File: src/rtl/fp16_pkg.sv
// Shared types and constants for the half-precision normaliser datapath.
// FP16_NORM_FAST_EN selects the single-cycle leading-zero path in fp16_normalizer.
package fp16_pkg;

    typedef enum logic [2:0] {
        ZERO      = 3'd0,
        SUBNORMAL = 3'd1,
        NORMAL    = 3'd2,
        INF       = 3'd3,
        NAN       = 3'd4
    } fp16_class_t;

    typedef enum logic [1:0] {
        IDLE,
        SHIFT,
        DONE
    } norm_state_t;

    localparam int FP16_BIAS   = 15;
    localparam int FP16_EMIN   = -14;
    localparam int FP16_EXP_W  = 5;
    localparam int FP16_FRAC_W = 10;

    // Leading zeros of a 10-bit fraction; 10 when the fraction is zero.
    function automatic logic [3:0] fp16_lzc10(input logic [9:0] f);
        fp16_lzc10 = 4'd10;
        for (int i = 0; i < 10; i++) begin
            if (f[i]) fp16_lzc10 = 4'(9 - i);
        end
    endfunction

endpackage

File: src/rtl/fp16_classify.sv
// Combinational binary16 classifier.
// Maps exponent/fraction fields onto fp16_class_t.
module fp16_classify
    import fp16_pkg::*;
(
    input  logic [FP16_EXP_W-1:0]  exp,
    input  logic [FP16_FRAC_W-1:0] frac,
    output fp16_class_t            cls
);

    logic exp_zero;
    logic exp_ones;
    logic frac_zero;

    assign exp_zero  = (exp == '0);
    assign exp_ones  = (exp == {FP16_EXP_W{1'b1}});
    assign frac_zero = (frac == '0);

    always_comb begin
        cls = NORMAL;
        unique case (1'b1)
            exp_zero &  frac_zero: cls = ZERO;
            exp_zero & ~frac_zero: cls = SUBNORMAL;
            exp_ones &  frac_zero: cls = INF;
            exp_ones & ~frac_zero: cls = NAN;
            default:               cls = NORMAL;
        endcase
    end

endmodule

File: src/rtl/fp16_normalizer.sv
// Binary16 normaliser: sign, unbiased exponent and explicit-one mantissa.
// FP16_NORM_FAST_EN replaces the per-bit SHIFT loop with a leading-zero count.
module fp16_normalizer
    import fp16_pkg::*;
#(
    parameter int EXP_W = 7
) (
    input  logic                    clock,
    input  logic                    reset_n,
    input  logic [15:0]             in_x,
    input  logic                    in_valid,
    output logic                    in_ready,
    output logic                    out_sign,
    output logic signed [EXP_W-1:0] out_exp,
    output logic [10:0]             out_mant,
    output logic [2:0]              out_class,
    output logic                    out_valid,
    input  logic                    out_ready
);

    logic [FP16_EXP_W-1:0]  e;
    logic [FP16_FRAC_W-1:0] frac;
    fp16_class_t            cls;
    norm_state_t            state;

    assign e    = in_x[14:10];
    assign frac = in_x[9:0];

    fp16_classify u_classify (
        .exp  (e),
        .frac (frac),
        .cls  (cls)
    );

`ifdef FP16_NORM_FAST_EN
    logic [3:0]  lz;
    logic [3:0]  k;
    logic [10:0] sub_mant;
    logic signed [EXP_W-1:0] sub_exp;

    // k shifts bring the leading fraction bit into the implicit-one slot.
    assign lz       = fp16_lzc10(frac);
    assign k        = lz + 4'd1;
    assign sub_mant = {1'b0, frac} << k;
    assign sub_exp  = EXP_W'(FP16_EMIN) - EXP_W'(k);
`endif

    assign in_ready  = (state == IDLE);
    assign out_valid = (state == DONE);

    always_ff @(posedge clock or negedge reset_n) begin
        if (!reset_n) begin
            state     <= IDLE;
            out_sign  <= 1'b0;
            out_exp   <= '0;
            out_mant  <= '0;
            out_class <= ZERO;
        end else begin
            case (state)
                IDLE: begin
                    if (in_valid) begin
                        out_sign  <= in_x[15];
                        out_class <= cls;
                        case (cls)
                            NORMAL: begin
                                out_exp  <= EXP_W'({1'b0, e})
                                          - EXP_W'(FP16_BIAS);
                                out_mant <= {1'b1, frac};
                                state    <= DONE;
                            end
                            ZERO: begin
                                out_exp  <= '0;
                                out_mant <= '0;
                                state    <= DONE;
                            end
                            SUBNORMAL: begin
`ifdef FP16_NORM_FAST_EN
                                out_exp  <= sub_exp;
                                out_mant <= sub_mant;
                                state    <= DONE;
`else
                                out_exp  <= EXP_W'(FP16_EMIN);
                                out_mant <= {1'b0, frac};
                                state    <= SHIFT;
`endif
                            end
                            INF, NAN: begin
                                out_exp  <= EXP_W'(16);
                                out_mant <= {1'b0, frac};
                                state    <= DONE;
                            end
                            default: state <= IDLE;
                        endcase
                    end
                end
`ifndef FP16_NORM_FAST_EN
                SHIFT: begin
                    out_mant <= out_mant << 1;
                    out_exp  <= out_exp - EXP_W'(1);
                    // Pre-shift bit 9 lands in bit 10 on this edge.
                    if (out_mant[9]) state <= DONE;
                end
`endif
                DONE: begin
                    if (out_ready) state <= IDLE;
                end
                default: state <= IDLE;
            endcase
        end
    end

endmodule

File: config.mk
export PLATFORM = sky130hd
export DESIGN_NAME = fp16_normalizer
export DESIGN_NICKNAME = d
export VERILOG_FILES = /design/src/rtl/fp16_pkg.sv /design/src/rtl/fp16_classify.sv /design/src/rtl/fp16_normalizer.sv
export SDC_FILE = /design/constraint.sdc
export NUM_CORES = 1
export LEC_CHECK = 0
export ABC_AREA = 1
export CAP_MARGIN = 10
export CORE_ASPECT_RATIO = 0.6
export CORE_MARGIN = 1
export CORE_UTILIZATION = 43
export DETAILED_ROUTE_END_ITERATION = 12
export GPL_TIMING_DRIVEN = 1
export PLACE_DENSITY = 0.76
export SETUP_SLACK_MARGIN = 0.5
export SLEW_MARGIN = 20
export SYNTH_ARGS = -nofsm -noshare
export SYNTH_HDL_FRONTEND = slang
export SYNTH_HIERARCHICAL = 1
export SYNTH_SLANG_ARGS = --single-unit
File: constraint.sdc
create_clock -name clock -period 1.3 [get_ports clock]
set_input_delay 0.26 -clock clock [delete_from_list [all_inputs] [get_ports clock]]
set_output_delay 0.26 -clock clock [all_outputs]
set_load 0.02 [all_outputs]
# Word-level counts from Yosys, hierarchy flattened
# Cells that the tools add are included.
dict set report classes {
  n_bitwise 5
  n_mux 12
  n_reduce_logical 12
  add_sub_neg 2
  n_eq_ne 12
}
# cell count
set ops {}
lappend ops {{one-hot mux 11 bit (3 select lines)} 1}
lappend ops {{one-hot mux 7 bit (4 select lines)} 1}
lappend ops {{one-hot mux 11 bit (2 select lines)} 1}
lappend ops {{one-hot mux 7 bit (2 select lines)} 1}
lappend ops {{one-hot mux 3 bit (4 select lines)} 1}
lappend ops {{2-to-1 mux 11 bit} 1}
lappend ops {{logical NOT 10 bit} 1}
lappend ops {{AND reduction 3 bit} 3}
lappend ops {{2-to-1 mux 7 bit} 1}
lappend ops {{subtractor 7 x 2 -> 7 bit (second input constant)} 1}
lappend ops {{equality test 3 x 2 -> 1 bit (second input constant)} 2}
lappend ops {{2-to-1 mux 2 bit} 3}
lappend ops {{one-hot mux 2 bit (3 select lines)} 1}
lappend ops {{subtractor 5 x 4 -> 6 bit (second input constant)} 1}
lappend ops {{equality test 5 bit (second input constant)} 1}
lappend ops {{logical NOT 5 bit} 1}
lappend ops {{inequality test 5 x 1 -> 1 bit (second input constant)} 1}
lappend ops {{AND 1 bit} 4}
lappend ops {{inequality test 2 bit (second input constant)} 2}
lappend ops {{inequality test 4 x 2 -> 1 bit (second input constant)} 1}
lappend ops {{one-hot mux 2 bit (2 select lines)} 1}
lappend ops {{OR reduction 4 bit} 1}
lappend ops {{equality test 3 x 1 -> 1 bit (second input constant)} 1}
lappend ops {{equality test 3 bit (second input constant)} 1}
lappend ops {{10 further kinds} 10}
dict set report word_totals {
  reg_bits 24
  inputBits 20
  wordCells 48
  output_inout_bits 24
}

# Depth between registers and ports, before layout
# Gate-level depths: netlist of the first run.
dict set report logic_depth {
  word_depth 9
  mapped_depth 14
  mapped_depth_nobuf 14
}

# By module
# The synthesis of the first run kept the hierarchy.
# module n_inst seq_area_each_um2 area_per_inst_um2 cells_each
set by_module_without_submodules {}
lappend by_module_without_submodules {fp16_normalizer 1 600.6 1485.2 187}
lappend by_module_without_submodules {fp16_classify 1 0.0 93.8 23}

# Worst setup path after synthesis of the first run
# OpenSTA, ideal clock, no wires.
dict set report synth_path {
  path_type {input to register}
  from {input in_x[14]}
  to {register out_exp[0]}
  setup_slack_ps -264
  n_path_buf 1
  path_stages 12
  setup_time_ps 121
  arrival_ps 1443
  t_required_ps 1179
  path_cell_list {or2_0 -> nor2_1 -> o21ai_1 -> nand2_1 -> inv_1 -> nand2_4 -> nand3_4 -> nand3_4 -> inv_6 -> buf_8 -> nand2_1 -> o21ai_2}
}
dict set report synth_between {
  elab_chain_len 8
  word_cells_on_any_way 18
  classes_between {eq/ne (6); mux (4); bitwise (4); reduce/logical (4)}
}
# item line
set synth_lines {}
lappend synth_lines {{from (decl)} fp16_normalizer.sv:10} ;# input logic [15:0] in_x,
lappend synth_lines {{equality test 5 bit / logical NOT 5 bit (equally long branches)} {fp16_classify.sv:16, fp16_classify.sv:15}}
lappend synth_lines {{AND 1 bit (on tied branches)} n/a}
lappend synth_lines {{one-hot mux 3 bit (4 select lines) *} fp16_classify.sv:21} ;# unique case (1'b1)
lappend synth_lines {{net cls[0]} fp16_normalizer.sv:23} ;# fp16_class_t cls;
lappend synth_lines {{equality test 3 x 2 -> 1 bit / equality test 3 bit (equally long branches)} fp16_normalizer.sv:64} ;# case (cls)
lappend synth_lines {{OR reduction 2 bit} fp16_normalizer.sv:64}
lappend synth_lines {{one-hot mux 7 bit (4 select lines)} fp16_normalizer.sv:64}
lappend synth_lines {{2-to-1 mux 7 bit} fp16_normalizer.sv:61} ;# if (in_valid) begin
lappend synth_lines {{one-hot mux 7 bit (2 select lines)} fp16_normalizer.sv:59} ;# case (state)
lappend synth_lines {{to (signal assigned)} fp16_normalizer.sv:66} ;# out_exp <= EXP_W'({1'b0, e})
lappend synth_lines {{to (signal assigned)} fp16_normalizer.sv:82} ;# out_exp <= EXP_W'(FP16_EMIN);
lappend synth_lines {{to (signal assigned)} fp16_normalizer.sv:99} ;# out_exp <= out_exp - EXP_W'(1);
lappend synth_lines {{to (decl)} fp16_normalizer.sv:14} ;# output logic signed [EXP_W-1:0] out_exp,
# Mark *: on every way through the listed nets, which the timed path passes. The rest lies on a longest branch. The select of a mux whose other input is x is not followed.
# A chain may end at the register's enable or synchronous reset.

# Worst setup path after layout of the first run
dict set report layout_path {
  from {input in_x[1]}
  to {register out_mant[9]}
}
dict set report layout_between {
  elab_chain_len 9
  word_cells_on_any_way 18
  classes_between {eq/ne (5); mux (4); bitwise (5); reduce/logical (4)}
}
# item line
set layout_lines {}
lappend layout_lines {{logical NOT 10 bit *} fp16_classify.sv:17} ;# assign frac_zero = (frac == '0);
lappend layout_lines {{inverter 1 bit} {fp16_classify.sv:23, fp16_classify.sv:25}}
lappend layout_lines {{AND 1 bit (on tied branches)} {fp16_classify.sv:25, fp16_classify.sv:23}}
lappend layout_lines {{one-hot mux 3 bit (4 select lines) *} fp16_classify.sv:21}
lappend layout_lines {{net cls[1]} fp16_normalizer.sv:23}
lappend layout_lines {{equality test 3 x 2 -> 1 bit (tied with other cells)} fp16_normalizer.sv:64}
lappend layout_lines {{OR reduction 3 bit (no line)} n/a}
lappend layout_lines {{one-hot mux 11 bit (3 select lines)} fp16_normalizer.sv:64}
lappend layout_lines {{2-to-1 mux 11 bit} fp16_normalizer.sv:61}
lappend layout_lines {{one-hot mux 11 bit (2 select lines)} fp16_normalizer.sv:59}
lappend layout_lines {{to (signal assigned)} fp16_normalizer.sv:68} ;# out_mant <= {1'b1, frac};
lappend layout_lines {{to (signal assigned)} fp16_normalizer.sv:83} ;# out_mant <= {1'b0, frac};
lappend layout_lines {{to (signal assigned)} fp16_normalizer.sv:89} ;# out_mant <= {1'b0, frac};
lappend layout_lines {{to (decl)} fp16_normalizer.sv:15} ;# output logic [10:0] out_mant,
# Marks and branches as above.

==> results of run 1 <==
## cell usage in the layout (no fill, tap or decap), types with 2 or more instances in the layout
master	count
o21ai_2	18
buf_12	2
o21ai_4	2
dfrtp_1	23
nand3_1	7
nand2_1	28
inv_1	29
o21bai_1	2
nand3_2	5
nand3_4	3
nor2_1	10
inv_2	2
buf_2	7
inv_8	2
buf_6	47
o21ai_1	10
nand2_4	11
nand4_1	4
buf_4	36
clkbuf_8	4
nor2_4	8
nor2_2	4
o22ai_1	3
clkdlybuf4s50_1	4
nand2_2	17
o22ai_2	5
## state kept, by name, indices dropped and copies added, names as in the netlist
register	count
out_class	3
state	2
out_mant	11
out_sign	1
out_exp	7
## through the flow
| step | area (sq um) | total power, mW |
|---|---|---|
| floorplan | 1630 | 2.97 |
| global placement | 2330 | 4.08 |
| detailed placement | 2330 | 4.14 |
| CTS | 2770 | 5.52 |
| global route | 2980 | 6.34 |
| finish | 2980 | 6.08 |
## cell type report
| class | instances | area, sq um |
|---|---|---|
| Multi-Input combinational cell | 149 | 1140 |
| Timing Repair Buffer | 98 | 937 |
| Sequential cell | 24 | 602 |
| Fill cell | 142 | 400 |
| Inverter | 34 | 150 |
| Tap cell | 45 | 56.3 |
| Clock buffer | 4 | 55.1 |
| Timing Repair inverter | 3 | 38.8 |
## worst min-delay path, stage by stage
cell	delay, ns
buf_6	0.10
inv_1	0.10
o31ai_4	0.09
## kinds of logic after synthesis
kind of cell | count (synthesis)
AO/OA/AOI/OAI | 43
XOR/XNOR | 2
adder cells (fa/ha/maj) | 2
buffers and inverters | 37
flip-flops | 24
multiplexers | 1
AND/OR/NAND/NOR | 101
## synth_stat cells
cell | number | area (sq um)
mux2_2 | 1 | 11.3
nand2_1 | 54 | 203
inv_6 | 1 | 8.76
nor2_1 | 21 | 78.8
xor2_1 | 1 | 8.76
nand2_2 | 1 | 6.26
nand4_1 | 4 | 25.0
or2_0 | 1 | 6.26
ha_1 | 2 | 25.0
o21ai_0 | 15 | 75.1
nor3_1 | 1 | 5.00
buf_12 | 1 | 20.0
nand3_4 | 2 | 35.0
nand3_2 | 1 | 10.0
o31ai_1 | 1 | 7.51
o21ai_2 | 13 | 114
buf_2 | 1 | 5.00
or2_2 | 1 | 6.26
o21ai_1 | 2 | 10.0
nand3_1 | 12 | 60.1
a21oi_1 | 1 | 5.00
nand2_4 | 2 | 22.5
nor2_4 | 1 | 11.3
buf_8 | 1 | 15.0
o21bai_1 | 2 | 15.0
o22ai_1 | 9 | 56.3
dfrtp_1 | 24 | 601
inv_1 | 33 | 124
xnor2_1 | 1 | 8.76
## power groups by stage
stage / Combinational, mW / Clock, mW / Sequential [mW]
4_1_cts: 3.66 / 0.536 / 1.33
2_1_floorplan: 1.28 / 0 / 1.69
5_1_grt: 4.37 / 0.578 / 1.39
6_report: 4.16 / 0.561 / 1.37
3_5_place_dp: 2.84 / 0 / 1.29
3_3_place_gp: 2.79 / 0 / 1.29
## routing by layer
layer | wire (microns) | global-route usage, % | vias up
met5 | 0 | 0 | -
met4 | 484 | 11.3 | 0
met3 | 733 | 6.54 | 56
met2 | 3230 | 50.4 | 197
met1 | 2970 | 41.9 | 1013
li1 | - | - | 888
## worst paths after layout
| check | end | slack, ns | depth (start not counted) |
|---|---|---|---|
| worst max-delay path | out_mant[9] | -0.25 | 13 |
| worst min-delay path | out_mant[0] | 0.29 | 3 |
| worst max register to register | out_mant[9] | -0.19 | 8 |
| worst min register to register | out_class[2] | 0.53 | 2 |
| max in group asynchronous | state[0] | 0.83 | 2 |
| min in group asynchronous | state[0] | 0.31 | 2 |
## timing repair
action	in CTS	in global routing
pin swaps	26	19
buffers inserted	14	8
gates cloned	4	0
endpoints found under the hold margin	0	0
resized for setup	279	48
endpoints found under the setup margin	48	48
==> metrics.txt, run 1 <==
global-route wire length before repair=9270 microns; TritonCTS clock tree=built; Hold Path Origin=in_x[0]; TritonCTS buffer count=3; Lkg Pwr=about 1.5 nW; non-filler cells in the finished layout=357; largest driver fanout on the critical path=4; most prevalent standard cell on the critical path=nand2_2; worst-case clock skew=about 0.01 ns; Slew @ Worst Pin=about 0.34 ns; synthesized flop and latch total=24; num rows=16; power share of the combinational group=68.3%; classification of the worst setup path=input port to flip-flop; num ports=44; Clk pwr share=9.2%; buffers added on ports=43; power per cell area=2040 nW/um^2; count of yosys warnings during synthesis=6; detailed placement HPWL=3140 microns; power dissipated by switching net loads=2.82 mW; critical path launch point type=input port; maximum cell stage delay along the critical path=0.25 ns; quantity of hold-fixing buffers added after cts=0; setup repair after global routing missed its margin=true; run status=finished with violations; global-route congestion overflow total=0; Sequential Power Share=22.4%; count of final setup violators=21; crit path launch=in_x[1]; area added between synthesis and finish=88.9%; Antenna Violating Nets Remaining=0; Max-cap violations=0; drt pass-1 iters=8; Nets=~340; VDD IR max=0.00144 V; worst path required time=1.53 ns; distinct cell type count after synthesis=29; CP endpoint kind=flip-flop; WL final=7420 microns; clk root buf=clkbuf_8; worst path bufs/invs=3; # DRC=0; number of DRC violations after detailed-routing iteration 0=195; initial antenna violation count=0; placeable core area=3380 sq um; Final period util=119%; path class of the lowest-slack min-delay path=input port to flip-flop; Post-Synth Adder-Cell Area=1.58%; antenna fix cells=0; Switching Share=46.4%; smallest setup slack after layout=-0.250 ns; Crit Reg-Reg Startpoint=state[0]; post-synthesis share of cell area spent on and, or, nand and nor gates=29.7%; number of instances in the synthesized netlist=210; ordered list of cells on the worst path=buf_6 -> nor2_4 -> nand3_4 -> nor2_4 -> nand2_2 -> nand2_2 -> inv_2 -> nand2_4 -> o21ai_4 -> buf_6 -> o22ai_1 -> nand2_4 -> nand2_2; via count of the first global-routing pass=1909; family of cells with the greatest summed delay on the critical path=simple AND/OR/NAND/NOR gates; routability-driven placement congestion ratio=0.843; pre-CTS setup slack=-0.801 ns; multiplexer area fraction after synthesis=0.713%; GRT Util Overall=31.4%; final hold violation count=0; Cell Count Post-Placement=roughly 330; area fraction in compound gates after synthesis=17.9%; combinational family with the most area after synthesis=simple AND/OR/NAND/NOR gates; sink count of the clock tree=24; mean post-synth cell area=around 7.5 sq um; number of pins exceeding their max-slew limit in the final report=0; vias per inst=6.03; DIE WIDTH=80.2 microns; post-synthesis net count=232; maximum number of pins on one net before global-route repair=25; cell area after synthesis=~1600 sq um; minimum clock period after layout=1.55 ns; routed vias=approximately 2.2k; violated checks=negative setup slack; WHS=approximately 0.29 ns; average detailed-routed wire length per instance=20.8 microns; Post-Route Utilization=about 88%; clock slew at the register clock pins of the worst setup and hold paths=0.10 ns; internal portion of total power=3.26 mW; Die ar.=a little under 4000 sq um; Die Height=approximately 49 microns; insertion delay of the later-clocked pin in the worst-skew pair=0.29 ns; setup TNS after final layout=-4.32 ns; buffer depth of the longest clock path=2; effective utilization at floorplan=a little under half; CP Data Arrival Time=1.78 ns; sequential cell area fraction in the yosys report=38.0%; maximum operating frequency=645 MHz; slowest cell on the critical path=o22ai_1; ratio of cells with drive above 1 in the final layout=59.9%; relative max-transition margin=between 70% and 80%; XOR/XNOR share of the synthesized area=1.11%; number of levels in the clock H-tree=1
Power figures use the tool's default switching activity.
==> run 2, diff against run 1 <==
--- a/config.mk
+++ b/config.mk
@@ -11,6 +11,7 @@
 export CORE_MARGIN = 1
 export CORE_UTILIZATION = 43
 export DETAILED_ROUTE_END_ITERATION = 12
+export GPL_ROUTABILITY_DRIVEN = 0
 export GPL_TIMING_DRIVEN = 1
 export PLACE_DENSITY = 0.76
 export SETUP_SLACK_MARGIN = 0.5
==> results of run 2 <==
Same layout as run 1: the final DEF is identical, and so are final timing and power.
